<file path="src/rtl/npu_pkg.sv">
// Shared constants, default layer geometry and sequencer state encoding for the NPU
// convolution datapath.
package npu_pkg;

   localparam int unsigned BEAT_BYTES = 10;
   localparam int unsigned MAC_LANES  = 16;

   localparam int unsigned DEF_PIXELS     = 1024;
   localparam int unsigned DEF_IN_CHUNKS  = 4;
   localparam int unsigned DEF_OUT_GROUPS = 5;
   localparam int unsigned DEF_FILL_DELAY = 10;
   localparam int unsigned DEF_FA_W       = 12;
   localparam int unsigned DEF_PA_W       = 5;
   localparam int unsigned DEF_PIX_W      = 10;
   localparam int unsigned DEF_GRP_W      = 3;

   typedef enum logic [1:0] {
      StIdle,
      StRun,
      StDrain,
      StDone
   } seq_state_e;

   // Counter width that stays legal for a single-entry range.
   function automatic int unsigned clog2_min1(input int unsigned n);
      return (n > 1) ? $clog2(n) : 1;
   endfunction

endpackage

</file>
<file path="src/rtl/npu_tag_delay.sv">
// Fixed-latency shift register carrying {valid, pixel, group} tags alongside the MAC fill
// pipeline; free-running, asynchronously cleared.
module npu_tag_delay #(
   parameter int unsigned FILL_DELAY = 10,
   parameter int unsigned PIX_W      = 10,
   parameter int unsigned GRP_W      = 3
) (
   input  logic             clk,
   input  logic             rstn,
   input  logic             valid_i,
   input  logic [PIX_W-1:0] pixel_i,
   input  logic [GRP_W-1:0] group_i,
   output logic             valid_o,
   output logic [PIX_W-1:0] pixel_o,
   output logic [GRP_W-1:0] group_o,
   output logic             empty_o
);

   logic [FILL_DELAY-1:0] valid_q;
   logic [PIX_W-1:0]      pixel_q [FILL_DELAY];
   logic [GRP_W-1:0]      group_q [FILL_DELAY];
   logic                  pending;

   always_ff @(posedge clk or negedge rstn) begin
      if (!rstn) begin
         valid_q <= '0;
         for (int i = 0; i < int'(FILL_DELAY); i++) begin
            pixel_q[i] <= '0;
            group_q[i] <= '0;
         end
      end else begin
         valid_q[0] <= valid_i;
         pixel_q[0] <= pixel_i;
         group_q[0] <= group_i;
         for (int i = 1; i < int'(FILL_DELAY); i++) begin
            valid_q[i] <= valid_q[i-1];
            pixel_q[i] <= pixel_q[i-1];
            group_q[i] <= group_q[i-1];
         end
      end
   end

   // Empty means nothing will remain after the next edge: the output stage is excluded so
   // the drain can finish in the same cycle the last tag is presented.
   always_comb begin
      pending = valid_i;
      for (int i = 0; i < int'(FILL_DELAY) - 1; i++) begin
         pending = pending | valid_q[i];
      end
   end

   assign empty_o = ~pending;
   assign valid_o = valid_q[FILL_DELAY-1];
   assign pixel_o = valid_o ? pixel_q[FILL_DELAY-1] : '0;
   assign group_o = valid_o ? group_q[FILL_DELAY-1] : '0;

endmodule

</file>
<file path="src/rtl/npu_conv_sequencer.sv">
// Walks pixel -> output-group -> input-chunk for one conv layer pass, issuing RAM reads, MAC
// valids/adder_rst and a tagged out_valid once each window leaves the MAC pipeline.
module npu_conv_sequencer
   import npu_pkg::*;
#(
   parameter int unsigned PIXELS     = DEF_PIXELS,
   parameter int unsigned IN_CHUNKS  = DEF_IN_CHUNKS,
   parameter int unsigned OUT_GROUPS = DEF_OUT_GROUPS,
   parameter int unsigned FILL_DELAY = DEF_FILL_DELAY,
   parameter int unsigned FA_W       = DEF_FA_W,
   parameter int unsigned PA_W       = DEF_PA_W,
   parameter int unsigned PIX_W      = DEF_PIX_W,
   parameter int unsigned GRP_W      = DEF_GRP_W
) (
   input  logic             clk,
   input  logic             rstn,
   input  logic             start_i,
   input  logic             hold_i,
   output logic             busy_o,
   output logic             done_o,
   output logic             fmap_rd_en_o,
   output logic [FA_W-1:0]  fmap_rd_addr_o,
   output logic             param_rd_en_o,
   output logic [PA_W-1:0]  param_rd_addr_o,
   output logic             mac_in_valid_o,
   output logic             adder_rst_o,
   output logic             out_valid_o,
   output logic [PIX_W-1:0] out_pixel_o,
   output logic [GRP_W-1:0] out_group_o
);

   localparam int unsigned CH_W = clog2_min1(IN_CHUNKS);

   seq_state_e       state_q, state_d;
   logic [CH_W-1:0]  chunk_q, chunk_d;
   logic [GRP_W-1:0] group_q, group_d;
   logic [PIX_W-1:0] pixel_q, pixel_d;

   logic rd_en;
   logic chunk_last, group_last, pixel_last, final_rd;
   logic line_empty;

   logic             mac_valid_q;
   logic             adder_rst_q;
   logic             beat_last_q;
   logic [PIX_W-1:0] beat_pixel_q;
   logic [GRP_W-1:0] beat_group_q;

   assign chunk_last = (chunk_q == CH_W'(IN_CHUNKS - 1));
   assign group_last = (group_q == GRP_W'(OUT_GROUPS - 1));
   assign pixel_last = (pixel_q == PIX_W'(PIXELS - 1));
   assign final_rd   = chunk_last && group_last && pixel_last;

   always_comb begin
      state_d = state_q;
      chunk_d = chunk_q;
      group_d = group_q;
      pixel_d = pixel_q;
      rd_en   = 1'b0;
      done_o  = 1'b0;
      busy_o  = (state_q != StIdle);

      case (state_q)
         StIdle: begin
            if (start_i) begin
               state_d = StRun;
               chunk_d = '0;
               group_d = '0;
               pixel_d = '0;
            end
         end
         StRun: begin
            if (!hold_i) begin
               rd_en = 1'b1;
               if (final_rd) begin
                  state_d = StDrain;
                  chunk_d = '0;
                  group_d = '0;
                  pixel_d = '0;
               end else if (chunk_last) begin
                  chunk_d = '0;
                  if (group_last) begin
                     group_d = '0;
                     pixel_d = pixel_q + 1'b1;
                  end else begin
                     group_d = group_q + 1'b1;
                  end
               end else begin
                  chunk_d = chunk_q + 1'b1;
               end
            end
         end
         StDrain: begin
            if (line_empty) begin
               state_d = StDone;
            end
         end
         StDone: begin
            done_o  = 1'b1;
            state_d = StIdle;
         end
         default: state_d = StIdle;
      endcase
   end

   always_ff @(posedge clk or negedge rstn) begin
      if (!rstn) begin
         state_q <= StIdle;
         chunk_q <= '0;
         group_q <= '0;
         pixel_q <= '0;
      end else begin
         state_q <= state_d;
         chunk_q <= chunk_d;
         group_q <= group_d;
         pixel_q <= pixel_d;
      end
   end

   // RAM output is registered, so MAC-side strobes lag the read by one cycle.
   always_ff @(posedge clk or negedge rstn) begin
      if (!rstn) begin
         mac_valid_q  <= 1'b0;
         adder_rst_q  <= 1'b0;
         beat_last_q  <= 1'b0;
         beat_pixel_q <= '0;
         beat_group_q <= '0;
      end else begin
         mac_valid_q  <= rd_en;
         adder_rst_q  <= rd_en && (chunk_q == '0);
         beat_last_q  <= rd_en && chunk_last;
         beat_pixel_q <= pixel_q;
         beat_group_q <= group_q;
      end
   end

   assign fmap_rd_en_o    = rd_en;
   assign param_rd_en_o   = rd_en;
   assign fmap_rd_addr_o  = rd_en ? (FA_W'(pixel_q) * FA_W'(IN_CHUNKS) + FA_W'(chunk_q)) : '0;
   assign param_rd_addr_o = rd_en ? (PA_W'(group_q) * PA_W'(IN_CHUNKS) + PA_W'(chunk_q)) : '0;
   assign mac_in_valid_o  = mac_valid_q;
   assign adder_rst_o     = adder_rst_q;

   npu_tag_delay #(
      .FILL_DELAY (FILL_DELAY),
      .PIX_W      (PIX_W),
      .GRP_W      (GRP_W)
   ) u_tag_delay (
      .clk     (clk),
      .rstn    (rstn),
      .valid_i (beat_last_q),
      .pixel_i (beat_pixel_q),
      .group_i (beat_group_q),
      .valid_o (out_valid_o),
      .pixel_o (out_pixel_o),
      .group_o (out_group_o),
      .empty_o (line_empty)
   );

endmodule

</file>
<file path="config.mk">
export PLATFORM = sky130hd
export DESIGN_NAME = npu_conv_sequencer
export DESIGN_NICKNAME = d
export VERILOG_FILES = /design/src/rtl/npu_pkg.sv /design/src/rtl/npu_tag_delay.sv /design/src/rtl/npu_conv_sequencer.sv
export SDC_FILE = /design/constraint.sdc
export NUM_CORES = 1
export LEC_CHECK = 0
export CAP_MARGIN = 5
export CORE_UTILIZATION = 25
export DETAILED_ROUTE_END_ITERATION = 10
export SYNTH_ARGS = -nofsm -noshare
export SYNTH_HDL_FRONTEND = slang
export SYNTH_SLANG_ARGS = --single-unit
</file>
<file path="constraint.sdc">
create_clock -name clk -period 4.7 [get_ports clk]
set_input_delay 0.94 -clock clk [delete_from_list [all_inputs] [get_ports clk]]
set_output_delay 0.94 -clock clk [all_outputs]
set_load 0.02 [all_outputs]
</file>
==> metrics, run 1 <==
outcome=finished, final reports clean; RSZ-0062 raised after global routing=false; CP Data Required Time=3.76 ns; clk sinks=173; core area=0.0204 mm²; Worst Reg2Reg Path Length in Cells=6; # diodes=0; CP endpoint kind=output port; Post-Syn Area per Cell=16.7 µm²; Chip Width=146 µm; initial DRC count=115; FMAX=0.271 GHz; fin cells=648; CP max FO=16; IO buf count=40; die area=0.0214 mm²; final setup fails=0; Worst slew margin=49.7%; gr usage total=7.80%; largest net degree at the start of global routing=90; initial antenna violation count=0; crit path kind=reg2out; total power=3460 µW; max incr delay on CP=0.60 ns; DR vias/cell=3.73; most common cell in the netlist=dfrtp_1; H-tree Lvls=4; CP max stage cell=clkdlybuf4s50_1; routed vias=2415; Synth Instances=312; setup TNS=0 ns; setup bufs post-CTS=0; worst hold slack=0.338 ns; Synth top area share=83.1%; Tcrit/Tclk final=78.5%; first-pass GRT wire length=12.6 mm; Seq pwr share=52.1%; Synthesis Warnings=0; number of synthesized flops with an enable pin=0; synth cell count leaders=dfrtp_1, and2_1, o21ai_0; Most common cell on crit path=inv_1; top post-synthesis cells by area=dfrtp_1, and2_1, ha_1; Die Ht=146 µm; Max Cap Viol=0; worst hold path type=reg2reg; leakage power=0.00315 µW; first-pass iteration count of the detailed router=4; TritonCTS clock tree=done; Clock power frac=40.8%; Area Overhead vs Synth=25.5%; grt ovf=0; worst skew pair latency=0.42 ns; placed insts=616; Clock Pin Slew Worst Setup and Hold Paths=0.07 ns; flops & latches, synth=173; antenna-violating nets left=0; clk_skew=0.0143 ns; Hold Vio Cnt, Final=0; min Tclk post-route=3.69 ns; crit-path cells=inv_1 > ha_1 > inv_1 > nor2_1 > buf_4 > and2_1 > clkdlybuf4s50_1; crit start category=register; Clock Path Buffers=2; Pwr Density=529 mW/mm²; mapped cell area=0.00521 mm²; worst hold path cell count=0; VDD IR max=0.291 mV; Synth area leader=dfrtp_1; Internal=2660 µW; Final nets=380; post-CTS sizing=0; row cnt=52; Worst Max-Slew Pin Slew=0.754 ns; vias in the first global route=2621; part of the Yosys area used for sequential elements=83.1%; final wirelength=7.30 mm; area of the multi-input gates=800 µm²; detailed placement HPWL=4.71 mm; post-synth cell types=34; Critical Path AT=2.75 ns; share of layout cells above drive strength 1=10.3%; final max-slew violation count=0; drt wl/cell=11.3 µm; Starting Density=25.6%; flip-flop and latch area=0.00433 mm²; Net Switching=800 µW; Final GP Congestion=0.752; Syn Nets=327; combinational share of power=7.1%; Residual DRC=0; Most used DFF post-synth=dfrtp_1; Num CTS Buffers=17; clk root buf=clkbuf_16; Sw Ratio=23.1%; Async S/R FF share, synth=100%; count of hold-fix buffers inserted at cts=0; I/O pin total=41; fillers=1942
[worst max-delay path, delay by kind of cell, from the launching register on]
family / cells / cell delay, ns
simple gates: 2 / 0.29
buf+inv: 4 / 1.18
flops: 1 / 0.42
fa+ha+maj: 1 / 0.42
[power groups by stage]
stage          clock network (µW)  registers [µW]  logic (µW)
2_1_floorplan                   0            1800         138
3_3_place_gp                    0            1810         235
3_5_place_dp                    0            1830         248
4_1_cts                      1450            1810         249
5_1_grt                      1520            1830         273
6_report                     1410            1800         245
[layer usage]
layer	global-route usage, %	up-vias	share of wire [%]
met1	8.48	1213	43
met5	0	-	0
met2	12.5	54	50
li1	-	1129	-
met4	5.05	0	3.0
met3	3.34	19	3.9
[layout make-up]
| class | instances | area share [%] |
|---|---|---|
| clock buffers | 17 | 6.51 |
| multi-input cells | 121 | 12.2 |
| well taps | 270 | 5.17 |
| flip-flops and latches | 173 | 66.2 |
| inverters | 9 | 0.517 |
| clock inverters | 15 | 2.85 |
| repair buffers | 43 | 6.49 |
[through the flow]
stage                     worst slack, ns  utilization (%)  cell area (µm²)
after floorplan                      1.83                -             5210
after CTS                           0.959             32.1             6540
after global routing                0.778             32.1             6540
after global placement               1.18             29.1             5920
final                                1.01             32.1             6540
after detailed placement             1.14             29.1             5920
[sequential cells by signal, indices dropped and copies added, names as in the netlist]
| signal | flops |
|---|---|
| group_q | 3 |
| beat_last_q | 1 |
| u_tag_delay.valid_q | 10 |
| state_q | 2 |
| mac_in_valid_o | 1 |
| adder_rst_o | 1 |
| beat_group_q | 3 |
| beat_pixel_q | 10 |
| u_tag_delay.pixel_q | 100 |
| chunk_q | 2 |
| u_tag_delay.group_q | 30 |
| pixel_q | 10 |
[cells by family after synthesis]
| family | count (synthesis) | share of synthesized area (%) |
|---|---|---|
| flops | 173 | 83.1 |
| fa+ha+maj | 11 | 2.64 |
| simple gates | 74 | 8.12 |
| compound gates | 33 | 3.99 |
| mux | 3 | 0.600 |
| buf+inv | 18 | 1.56 |
[cell usage in the layout (no fill, tap or decap), types with 2 or more instances in the layout]
cell type          n
clkdlybuf4s50_1   39
nor4_1             2
and2_1            27
a21oi_1            8
inv_8              2
bufinv_16          3
clkinv_2           3
nand2b_1           2
buf_4              3
a21o_1             2
dfrtp_1          173
nand2_1           12
mux2i_1            2
clkbuf_16         17
nand3_1            8
o21ai_0           14
nor3_1             5
inv_1              9
clkinvlp_4         2
clkinv_4           2
ha_1              11
inv_6              3
or3_1              6
nor2_1             5
o41ai_1            2
[path summary, 6_finish.rpt]
kind | start | end | slack (ns)
setup / recovery | state_q[1] | fmap_rd_addr_o[5] | 1.01
hold / removal | u_tag_delay.pixel_q[34] | u_tag_delay.pixel_q[24] | 0.34
setup reg to reg | state_q[1] | pixel_q[4] | 2.36
hold reg to reg | u_tag_delay.pixel_q[34] | u_tag_delay.pixel_q[24] | 0.34
max in group asynchronous | rstn | u_tag_delay.group_q[22] | 3.08
min in group asynchronous | rstn | u_tag_delay.pixel_q[6] | 0.56
(Power assumes the default switching activity.)
==> run 2: changes to the inputs <==
- clock period: 4.7 -> 3.4 ns (I/O delays scaled with it)
==> run 2 against run 1 <==
Net effect:
- flip-flop and latch count stayed put
- sequential power is 38% higher
- clock skew is 0.0098 ns lower
- hold slack worse by 0.088 ns
- clock power is 38% higher
- wire length is 3.4% higher
- final cell count is 0.31% higher
- non-clock buffer count is 2 higher
- core utilization is 0.15 points higher
- critical path type unchanged
- critical endpoint is now fmap_rd_addr_o[3]
- largest power group unchanged
==> metrics, run 2 (synthesis gave the netlist of run 1 again) <==
fin cells=650; share of layout cells above drive strength 1=10.8%; Starting Density=25.6%; Chip Width=146 µm; Post-DP Area=0.00595 mm²; final max-slew violation count=0; Net Switching=1100 µW; fillers=1959; pre-CTS setup slack=0.514 ns; Area Overhead vs Synth=26.0%; max reg flops=100; DR vias/cell=3.79; placed insts=618; first-pass GRT wire length=13.0 mm; CP Data Required Time=2.72 ns; Tcrit/Tclk final=89.6%; CP max FO=16; crit start category=register; CP max stage cell=clkdlybuf4s50_1; initial DRC count=169; setup TNS=0 ns; setup bufs post-CTS=0; Residual DRC=0; grt ovf=0; RSZ-0062 raised after global routing=false; row cnt=52; Reg with most FFs=u_tag_delay.pixel_q; I/O pin total=41; H-tree Lvls=4; min Tclk post-route=3.05 ns; Clock Path Buffers=2; max incr delay on CP=0.61 ns; outcome=finished, final reports clean; initial antenna violation count=0; FMAX=0.328 GHz; core area=0.0204 mm²; clk root buf=clkbuf_16; leakage power=0.00316 µW; IO buf count=40; final instance area=0.00657 mm²; most frequent cells in the layout=dfrtp_1, clkdlybuf4s50_1, and2_1, clkbuf_16, o21ai_0; die area=0.0214 mm²; crit-path cells=inv_1 > ha_1 > inv_1 > nor2_1 > buf_4 > and2_1 > clkdlybuf4s50_1; Largest regs=u_tag_delay.pixel_q: 100 flops, u_tag_delay.group_q: 30 flops; Pwr Density=728 mW/mm²; Most common cell on crit path=inv_1; first-pass iteration count of the detailed router=4; CP bufs+invs=4; Critical Path AT=2.37 ns; CP endpoint kind=output port; worst skew pair latency=0.42 ns; final setup fails=0; post-CTS sizing=0; Internal=3680 µW; VDD IR max=0.314 mV; largest net degree at the start of global routing=76; drt wl/cell=11.6 µm; Worst slew margin=56.8%; Num CTS Buffers=17; Clock Pin Slew Worst Setup and Hold Paths=0.06 ns; combinational share of power=7.2%; commonest non-fill, non-tap cell in the layout=dfrtp_1; final worst slack=0.355 ns; Seq pwr share=52.2%; detailed placement HPWL=4.80 mm; cell family with most CP delay=buffers and inverters; worst hold path type=in2async; TritonCTS clock tree=done; final wirelength=7.55 mm; Final GP Congestion=0.743; clk_skew=0.00450 ns; # diodes=0; Crit. Startpoint=state_q[1]; count of hold-fix buffers inserted at cts=0; Worst Max-Slew Pin Slew=0.649 ns; vias in the first global route=2669; Sw Ratio=23.1%; Die Ht=146 µm; Final nets=382; Clock power frac=40.7%; worst hold slack=0.250 ns; Hold Vio Cnt, Final=0; gr usage total=8.04%; antenna-violating nets left=0; routed vias=2466; Crit Reg-Reg Startpoint=state_q[1]; crit path kind=reg2out; clk sinks=173; Max Cap Viol=0
==> run 2: cell count changes in the layout (fill, tap and decap cells not counted) <==
cell	change
inv_8	-1
buf_4	+1
buf_12	+1
clkinv_2	-2
clkinv_4	+1
clkinvlp_4	+2
==> run 2: worst paths after layout <==
check	end	slack (ns)	depth (start not counted)
worst max-delay path	fmap_rd_addr_o[3]	0.35	7
worst min-delay path	u_tag_delay.pixel_q[6]	0.25	1
min in group clk	u_tag_delay.pixel_q[82]	0.35	0
max in group asynchronous	u_tag_delay.pixel_q[84]	2.32	2
worst min register to register	u_tag_delay.pixel_q[82]	0.35	0
worst max register to register	pixel_q[4]	1.24	7
==> run 2: final cells by class <==
| class | count | area (µm²) | area share (%) |
|---|---|---|---|
| sequential | 173 | 4330 | 65.9 |
| multi-input combinational | 121 | 800 | 12.2 |
| timing repair buffer | 45 | 452 | 6.88 |
| clock buffer | 17 | 425 | 6.48 |
| tap | 270 | 338 | 5.14 |
| clock inverter | 15 | 189 | 2.88 |
| inverter | 9 | 33.8 | 0.514 |
==> run 2: per-stage QoR <==
stage / total power [µW] / utilization, %
after floorplan: 2680 / -
after global placement: 2840 / 29.2
after detailed placement: 2890 / 29.2
after CTS: 4860 / 32.2
after global routing: 5010 / 32.2
final: 4780 / 32.2
==> run 2: power by group through the flow <==
stage	clock network [µW]	registers (µW)	logic, µW
floorplan	0	2490	191
global placement	0	2510	327
detailed placement	0	2540	348
CTS	2000	2500	349
global route	2090	2540	385
finish	1950	2490	343
==> run 2: routing by layer <==
layer | up-vias | global-route usage (%) | share of wire, %
li1 | 1142 | - | -
met2 | 50 | 12.9 | 52
met4 | 0 | 4.64 | 1.9
met3 | 11 | 3.41 | 4.5
met1 | 1263 | 8.94 | 41
met5 | - | 0 | 0
==> run 3: changes to the inputs <==
- ABC_AREA: default -> 0
==> results of run 3 <==
The final DEF is identical to that of run 2; final timing and power are the same.
